## config.mk

```make
export PLATFORM = sky130hd
export DESIGN_NAME = gradient_descent_engine
export DESIGN_NICKNAME = d
export VERILOG_FILES = /design/src/rtl/gradient_descent_engine.sv
export SDC_FILE = /design/constraint.sdc
export NUM_CORES = 2
export LEC_CHECK = 0
export ABC_AREA = 1
export CORE_UTILIZATION = 50
export CTS_CLUSTER_SIZE = 16
export DETAILED_ROUTE_END_ITERATION = 7
export DONT_BUFFER_PORTS = 1
export PLACE_DENSITY_LB_ADDON = 0.08
export SYNTH_ARGS = -nofsm -noshare
export SYNTH_HDL_FRONTEND = slang
export SYNTH_SLANG_ARGS = --single-unit
```

## constraint.sdc

```tcl
create_clock -name clk -period 26.5 [get_ports clk]
set_input_delay 5.3 -clock clk [delete_from_list [all_inputs] [get_ports clk]]
set_output_delay 5.3 -clock clk [all_outputs]
set_load 0.02 [all_outputs]
```

## src/rtl/gradient_descent_engine.sv

```systemverilog
// gradient_descent_engine
//
// Fits y = w*x + b by batch gradient descent over EPOCHS passes of a data
// set streamed from a file-backed sample loader. Every value is signed
// Q10.10 (20 bits, FRAC fractional bits). Each epoch rewinds the loader
// (ld_init), accumulates sum(e) and sum(e*x) over all samples, then applies
//   w <- w - sum(e*x) * 2^-LR_SHIFT,   b <- b - sum(e) * 2^-LR_SHIFT
// where e = w*x + b - y. After the last epoch, done pulses for one cycle and
// w_out/b_out/epoch hold until the next start.
//
// Optional feature: define GD_SATURATE_EN to clamp updated w/b to the
// 20-bit signed range; otherwise they wrap (low 20 bits kept).
//
// Ports:
//   clk, rst        clock; asynchronous active-high reset
//   start           one-cycle training request, honoured only in IDLE
//   ld_init         loader rewind strobe (registered, one cycle per LOAD)
//   ld_next         loader advance strobe (registered, one cycle per NEXT)
//   ld_x, ld_y      current sample, signed Q10.10
//   ld_eof          loader end-of-file, valid the cycle after ld_next
//   busy            high from LOAD of the first epoch through last UPDATE
//   done            one-cycle pulse when training completes
//   w_out, b_out    current model parameters, signed Q10.10
//   epoch           completed epochs
//   sample_cnt      samples accumulated in the current epoch
module gradient_descent_engine #(
  parameter int                FRAC     = 10,
  parameter int                LR_SHIFT = 4,
  parameter int                EPOCHS   = 8,
  parameter int                ACC_W    = 48,
  parameter logic signed [19:0] W_INIT  = 20'sd0,
  parameter logic signed [19:0] B_INIT  = 20'sd0
) (
  input  logic               clk,
  input  logic               rst,
  input  logic               start,
  output logic               ld_init,
  output logic               ld_next,
  input  logic signed [19:0] ld_x,
  input  logic signed [19:0] ld_y,
  input  logic               ld_eof,
  output logic               busy,
  output logic               done,
  output logic signed [19:0] w_out,
  output logic signed [19:0] b_out,
  output logic [7:0]         epoch,
  output logic [15:0]        sample_cnt
);

  localparam int DATA_W = 20;
  localparam int PROD_W = 2 * DATA_W;      // w * x
  localparam int E_W    = 32;              // error term
  localparam int EX_W   = E_W + DATA_W;    // e * x
  localparam logic [7:0] LAST_EPOCH = 8'(EPOCHS - 1);

  typedef enum logic [2:0] {
    S_IDLE, S_LOAD, S_MAC, S_NEXT, S_CHECK, S_UPDATE, S_DONE
  } state_t;

  state_t r_state, w_state_nxt;

  logic               r_ld_init, r_ld_next, r_busy, r_done;
  logic signed [DATA_W-1:0] r_w, r_b;
  logic [7:0]         r_epoch;
  logic [15:0]        r_cnt;
  logic signed [ACC_W-1:0]  r_sum_e, r_sum_ex;

  // Narrow an UPDATE result back to the 20-bit data format.
  function automatic logic signed [DATA_W-1:0] sat_narrow(input logic signed [ACC_W:0] v);
`ifdef GD_SATURATE_EN
    if (v > (ACC_W+1)'(524287))
      return 20'sh7FFFF;
    else if (v < (ACC_W+1)'(-524288))
      return 20'sh80000;
    else
      return DATA_W'(v);
`else
    return DATA_W'(v);
`endif
  endfunction

  // Error and gradient terms for the sample currently on ld_x/ld_y.
  logic signed [PROD_W-1:0] w_prod;
  logic signed [E_W-1:0]    w_err;
  logic signed [EX_W-1:0]   w_ex;
  logic signed [ACC_W-1:0]  w_err_acc, w_ex_acc;

  assign w_prod    = PROD_W'(r_w) * PROD_W'(ld_x);
  assign w_err     = E_W'(w_prod >>> FRAC) + E_W'(r_b) - E_W'(ld_y);
  assign w_ex      = EX_W'(w_err) * EX_W'(ld_x);
  assign w_err_acc = ACC_W'(w_err);
  assign w_ex_acc  = ACC_W'(w_ex >>> FRAC);

  // Parameter update, one bit wider than the accumulators so the
  // subtraction itself cannot overflow before narrowing.
  logic signed [ACC_W:0] w_w_upd, w_b_upd;
  assign w_w_upd = (ACC_W+1)'(r_w) - (ACC_W+1)'(r_sum_ex >>> LR_SHIFT);
  assign w_b_upd = (ACC_W+1)'(r_b) - (ACC_W+1)'(r_sum_e >>> LR_SHIFT);

  logic w_last_epoch;
  assign w_last_epoch = (r_epoch == LAST_EPOCH);

  always_comb begin
    w_state_nxt = r_state;
    case (r_state)
      S_IDLE:   if (start) w_state_nxt = S_LOAD;
      S_LOAD:   w_state_nxt = S_MAC;
      S_MAC:    w_state_nxt = S_NEXT;
      S_NEXT:   w_state_nxt = S_CHECK;
      S_CHECK:  w_state_nxt = ld_eof ? S_UPDATE : S_MAC;
      S_UPDATE: w_state_nxt = w_last_epoch ? S_DONE : S_LOAD;
      S_DONE:   w_state_nxt = S_IDLE;
      default:  w_state_nxt = S_IDLE;
    endcase
  end

  // Strobes and status are registered from the next state so each is
  // glitch-free and high exactly for the cycle spent in its state.
  always_ff @(posedge clk or posedge rst) begin
    if (rst) begin
      r_state   <= S_IDLE;
      r_ld_init <= 1'b0;
      r_ld_next <= 1'b0;
      r_busy    <= 1'b0;
      r_done    <= 1'b0;
      r_w       <= W_INIT;
      r_b       <= B_INIT;
      r_epoch   <= 8'd0;
      r_cnt     <= 16'd0;
      r_sum_e   <= '0;
      r_sum_ex  <= '0;
    end else begin
      r_state   <= w_state_nxt;
      r_ld_init <= (w_state_nxt == S_LOAD);
      r_ld_next <= (w_state_nxt == S_NEXT);
      r_busy    <= (w_state_nxt != S_IDLE) && (w_state_nxt != S_DONE);
      r_done    <= (w_state_nxt == S_DONE);
      case (r_state)
        S_IDLE: begin
          if (start) begin
            r_w     <= W_INIT;
            r_b     <= B_INIT;
            r_epoch <= 8'd0;
          end
        end
        S_LOAD: begin
          r_sum_e  <= '0;
          r_sum_ex <= '0;
          r_cnt    <= 16'd0;
        end
        S_MAC: begin
          r_sum_e  <= r_sum_e + w_err_acc;
          r_sum_ex <= r_sum_ex + w_ex_acc;
          r_cnt    <= r_cnt + 16'd1;
        end
        S_UPDATE: begin
          r_w     <= sat_narrow(w_w_upd);
          r_b     <= sat_narrow(w_b_upd);
          r_epoch <= r_epoch + 8'd1;
        end
        default: ;
      endcase
    end
  end

  assign ld_init    = r_ld_init;
  assign ld_next    = r_ld_next;
  assign busy       = r_busy;
  assign done       = r_done;
  assign w_out      = r_w;
  assign b_out      = r_b;
  assign epoch      = r_epoch;
  assign sample_cnt = r_cnt;

endmodule

```

# [After elaboration in Yosys (flattened, before gate mapping)]
# Index checks and enable logic that the tools add are counted.
# Widths: inputs -> output; s select.
[word_totals] elab_cells=50 reg_bits=167
[op_classes] muxes=12 n_reduce_logical=6 n_mul=2 eq_ne=11 addsub=8
[ops] cell="$pmux 48 s2" n=2
[ops] cell="$pmux 20 s2" n=2
[ops] cell="$mul 32x20->52" n=1
[ops] cell="$add 48x32->48" n=1
[ops] cell="$add 48x42->48" n=1
[ops] cell="$mul 20x20->40" n=1
[ops] cell="$sub 20x20->20" n=2
[ops] cell="$pmux 16 s2" n=1
[ops] cell="$sub 31x20->32" n=1
[ops] cell="$add 30x20->31" n=1
[ops] cell="$mux 20" n=1
[ops] cell="$pmux 3 s6" n=1
[ops] cell="$add 16x1->16 const B" n=1
[ops] cell="$pmux 8 s2" n=1
[ops] cell="$eq 3x2->1 const B" n=3
[ops] cell="$eq 3x3->1 const B" n=3
[ops] cell="$mux 3" n=3
[ops] cell="$add 8x1->8 const B" n=1
[ops] cell="$eq 8x3->1 const B" n=1
[ops] cell="$mux 8" n=1
[ops] cell="$eq 3x1->1 const B" n=2
[ops] cell="$reduce_bool 2->1" n=2
[ops] cell="$logic_not 3->1" n=1
[ops] cell="$ne 3x3->1 const B" n=1
[ops] cell="4 further kinds" n=4

# [Longest topological paths before layout]
[logic_depth] word_depth=6 mapped_depth=78

# [Least setup slack after synthesis]
# Ideal clock, no wire load.
[synth_timing] path_type="input to register" from="input port ld_x[4]" to="register r_sum_ex[23]" arrival_time_ns=19.772 stages=73 setup_slack_ns=6.611 path_buffers=3 cell_sequence="clkbuf_1 -> clkbuf_1 -> nand2_1 -> inv_1 -> fa_1 -> fa_1 -> inv_1 -> fa_1 -> inv_1 -> fa_1 -> inv_1 -> fa_1 -> inv_1 -> fa_1 -> inv_1 -> fa_1 -> inv_1 -> ha_1 -> (+37 left out) -> a21oi_1 -> o21ai_1 -> a31oi_1 -> o31ai_1 -> xor2_1 -> ha_1 -> nand3_1 -> inv_1 -> nand4_1 -> or2_2 -> nand3_1 -> inv_1 -> nand3_1 -> nand2_1 -> inv_1 -> nand2_1 -> nand3_1 -> nand2_1"
[synth_via] elab_chain_cells=6
[synth_rtl] item="start, declared" line="39" source="input logic signed [19:0] ld_x,"
[synth_rtl] item="$mul 20x20->40" line="88" source="assign w_prod = PROD_W'(r_w) * PROD_W'(ld_x);"
[synth_rtl] item="$add 30x20->31" line="89" source="assign w_err = E_W'(w_prod >>> FRAC) + E_W'(r_b) - E_W'(ld_y);"
[synth_rtl] item="$sub 31x20->32" line="89"
[synth_rtl] item="$mul 32x20->52 *" line="90" source="assign w_ex = EX_W'(w_err) * EX_W'(ld_x);"
[synth_rtl] item="$add 48x42->48 *" line="153" source="r_sum_ex <= r_sum_ex + w_ex_acc;"
[synth_rtl] item="$pmux 48 s2 *" line="138" source="case (r_state)"
[synth_rtl] item="end signal, assigned" line="153"
[synth_rtl] item="end, declared" line="66" source="logic signed [ACC_W-1:0] r_sum_e, r_sum_ex;"
# Mark *: on every way between the ends. The rest lies on a longest branch, timed or not.
# A chain may end at the register's enable or synchronous reset.

# [Worst setup path in the final report]
[layout_timing] from="input port ld_x[5]" to="register r_sum_ex[23]"
# Same word-level chain as after synthesis.

==> metrics.csv <==
stage;metric;value;unit
floorplanning;ioPinCount;112;
synth;synth.yosys.seq_area_share;7.145;%
cts;clkLatencyLatePin;0.47;ns
sta;period_minus_slack;21.77;ns
cts;clock_sinks;119;
critical_path;path_common_cell;fa_1;
cts;cts.clk_slew.worst_paths;0.07;ns
critical_path;rr_worst_depth;65;
synth;synth_cells;5457;
route;post_drt_wl_per_cell;20.72;um
synth;syn_area;41670;um2
critical_path;start_kind;input pin;
sta;rsz0062_at_grt;no;
sta;period_share;82.17;%
route;viasPerCell;5.294;
grt;grt.total_usage;33.13;%
grt;grt_pass1_vias;35190;
cts;post_cts_buffers;0;
critical_path;slowest_stage;xor2_2;
worst_hold_path;whs_path_depth;2;
sta;timing.slew.headroom;26.66;%
critical_path;slowest_delay;0.68;ns
layout;area_delta_synth_final;3.843;%
sta;tightest_slew;1.099;ns
cts;clock_path_buffers;2;
synth;synth_nets;6674;
run;drv_cap;0;
floorplanning;dieHeight;290.7;um
layout;drive_gt1_share;2.521;%
route;dr.pass1.iters;6;
cts;post_cts_resized;0;
synth;yosys_warnings;0;
floorplanning;fp.dieW;290.7;um
layout;seqCellArea;2978;um2
cts;cts_tree;built;
synth;synthArstFlopShare;100.0;%
critical_path;critPathMaxFanout;35;
worst_hold_path;min_to;r_sum_ex[3];
critical_path;cp.arrival;22.11;ns
layout;multi_input_area;32020;um2
route;drc;0;
cts;cts_inserted_buffers;17;
critical_path;crit_start;ld_x[5];
critical_path;worstSetupPathType;input pin to flip-flop;
cts;cts.htree.levels;4;
route;vias;34030;
worst_hold_path;min_from;r_sum_ex[3];
floorplanning;rows;105;
floorplanning;die-area;84510;um2
critical_path;reg2reg_to;r_sum_ex[23];
outcome;outcome;finished clean;
critical_path;reg2reg_from;w_out[8];
place;port_buffers;0;
route;drt-total-wl;133200;um
place;gp_congestion;0.9853;
sta;final_hold_viol_count;0;
sta;setup_viol;0;
grt;grt_pass1_wl;210900;um
grt;grt_overflow;0;
floorplanning;start_util;50.67;%
synth;ys.flop_type;dfrtp_1;
sta;tns;0;ns
synth;synth_edf_count;0;
critical_path;cp.required;26.84;ns
layout;fillers;8171;
worst_hold_path;hold_class;flip-flop to flip-flop;
place;hpwl;107800;um
floorplanning;core_region_area;82240;um2
sta;timing.final.max_slew_violations;0;
critical_path;r2r_setup_slack;8.46;ns
layout;layout.nets;6558;
sta;fmax;0.04593;GHz
synth;ys_ff_latch;119;
synth;yosys.cell_types.count;54;
cts;clock-root-buffer;clkbuf_16;
synth;synth_area_per_cell;7.637;um2
grt;antenna_found_initial;2;
critical_path;end_kind;flip-flop;
sta;skew;0.02365;ns
route;ant_nets;0;
grt;grt_max_degree;62;
route;drt_iter0_drc;2412;
cts;postCtsHoldBufs;0;
-- state kept, by name, indices dropped and copies added (netlist names) --
name        cells
r_sum_e        24
r_sum_ex       24
b_out          20
w_out          20
sample_cnt     16
epoch           8
r_state         3
busy            1
done            1
ld_init         1
ld_next         1
-- logic make-up after synthesis --
family,count (synthesis),synth area share (%)
AOI/OAI and AO/OA,482,6.482
adders and majority gates,1173,50.38
muxes,1,0.02402
buffers and inverters,1779,16.04
DFF,119,7.145
xor gates and xnor gates,124,2.867
and+or+nand+nor,1779,17.06
-- through the flow --
step | setup slack (ns) | hold WS [ns] | std cells | instance area, um2 | util [%]
after floorplan | 6.611 | 0.4594 | 5457 | 41680 | -
after global placement | 4.501 | 0.4815 | 6392 | 42660 | 51.87
after detailed placement | 4.623 | 0.4841 | 6392 | 42660 | 51.87
after CTS | 5.065 | 0.5024 | 6424 | 43270 | 52.61
after global routing | 3.959 | 0.5229 | 6424 | 43270 | 52.61
final | 4.726 | 0.5004 | 6428 | 43280 | 52.62
-- per-layer routing --
layer / GRT usage (%) / vias to the layer above / share of wire [%]
li1: - / 15600 / -
met1: 44.78 / 17000 / 42
met2: 52.40 / 1224 / 45
met3: 7.418 / 207 / 8.6
met4: 11.59 / 6 / 3.9
met5: 0 / - / 0.032
-- cell usage after synthesis, drive strengths merged, types with 20 or more instances --
cell    instances  area [um2]
a21oi         201        1010
buf            24       97.59
clkbuf        150       563.0
dfrtp         119        2978
fa            842       16860
ha            331        4141
inv          1597        5995
nand2        1208        4609
nand3         115       598.1
nand4          20       125.1
nor2          379        1450
nor3           27       135.1
o21ai         148       740.7
o22ai          52       325.3
xnor2          35       314.1
xor2           89       880.9
-- worst max-delay path: cells and delay by family --
family,cells,cell delay (ns)
buffers and inverters,14,1.31
AND/OR/NAND/NOR,22,3.37
AO/OA/AOI/OAI,4,1.66
XOR/XNOR,3,1.12
adder cells (fa/ha/maj),19,9.33
-- cells in the final DEF, fill, tap and decap left out, types with 11 or more instances in the layout --
cell / count
nor2_1: 370
nand4_1: 20
o21ai_0: 135
buf_4: 39
xnor2_1: 34
inv_1: 1594
nand2_2: 21
nand3_1: 112
or2_2: 16
a31oi_1: 13
nand2_1: 1184
xor2_1: 83
clkbuf_16: 17
ha_1: 331
fa_1: 842
o21ai_1: 13
nor3_1: 26
o22ai_1: 52
dfrtp_1: 119
a21oi_1: 200
o21bai_1: 11
-- final cells by class --
type / instances / share of cell area (%)
Multi-Input combinational cell: 3559 / 73.99
Inverter: 1605 / 13.93
Sequential cell: 119 / 6.881
Tap cell: 1070 / 3.094
Clock buffer: 17 / 0.9830
Timing Repair Buffer: 39 / 0.6765
Clock inverter: 15 / 0.4163
Antenna cell: 4 / 0.02313
-- worst max-delay path by stage --
stage / end / slack [ns] / cells after the start
6_report: r_sum_ex[23] / 4.73 / 62
5_1_grt: r_sum_ex[23] / 3.96 / 68
4_1_cts: r_sum_ex[23] / 5.07 / 68
3_5_place_dp: r_sum_ex[23] / 4.62 / 68
3_3_place_gp: r_sum_ex[23] / 4.50 / 69
2_1_floorplan: r_sum_ex[23] / 6.61 / 73
Power is left out: the tool's default activity adds up to more than one toggle a clock period on the data nets, which glitch-free logic cannot reach.
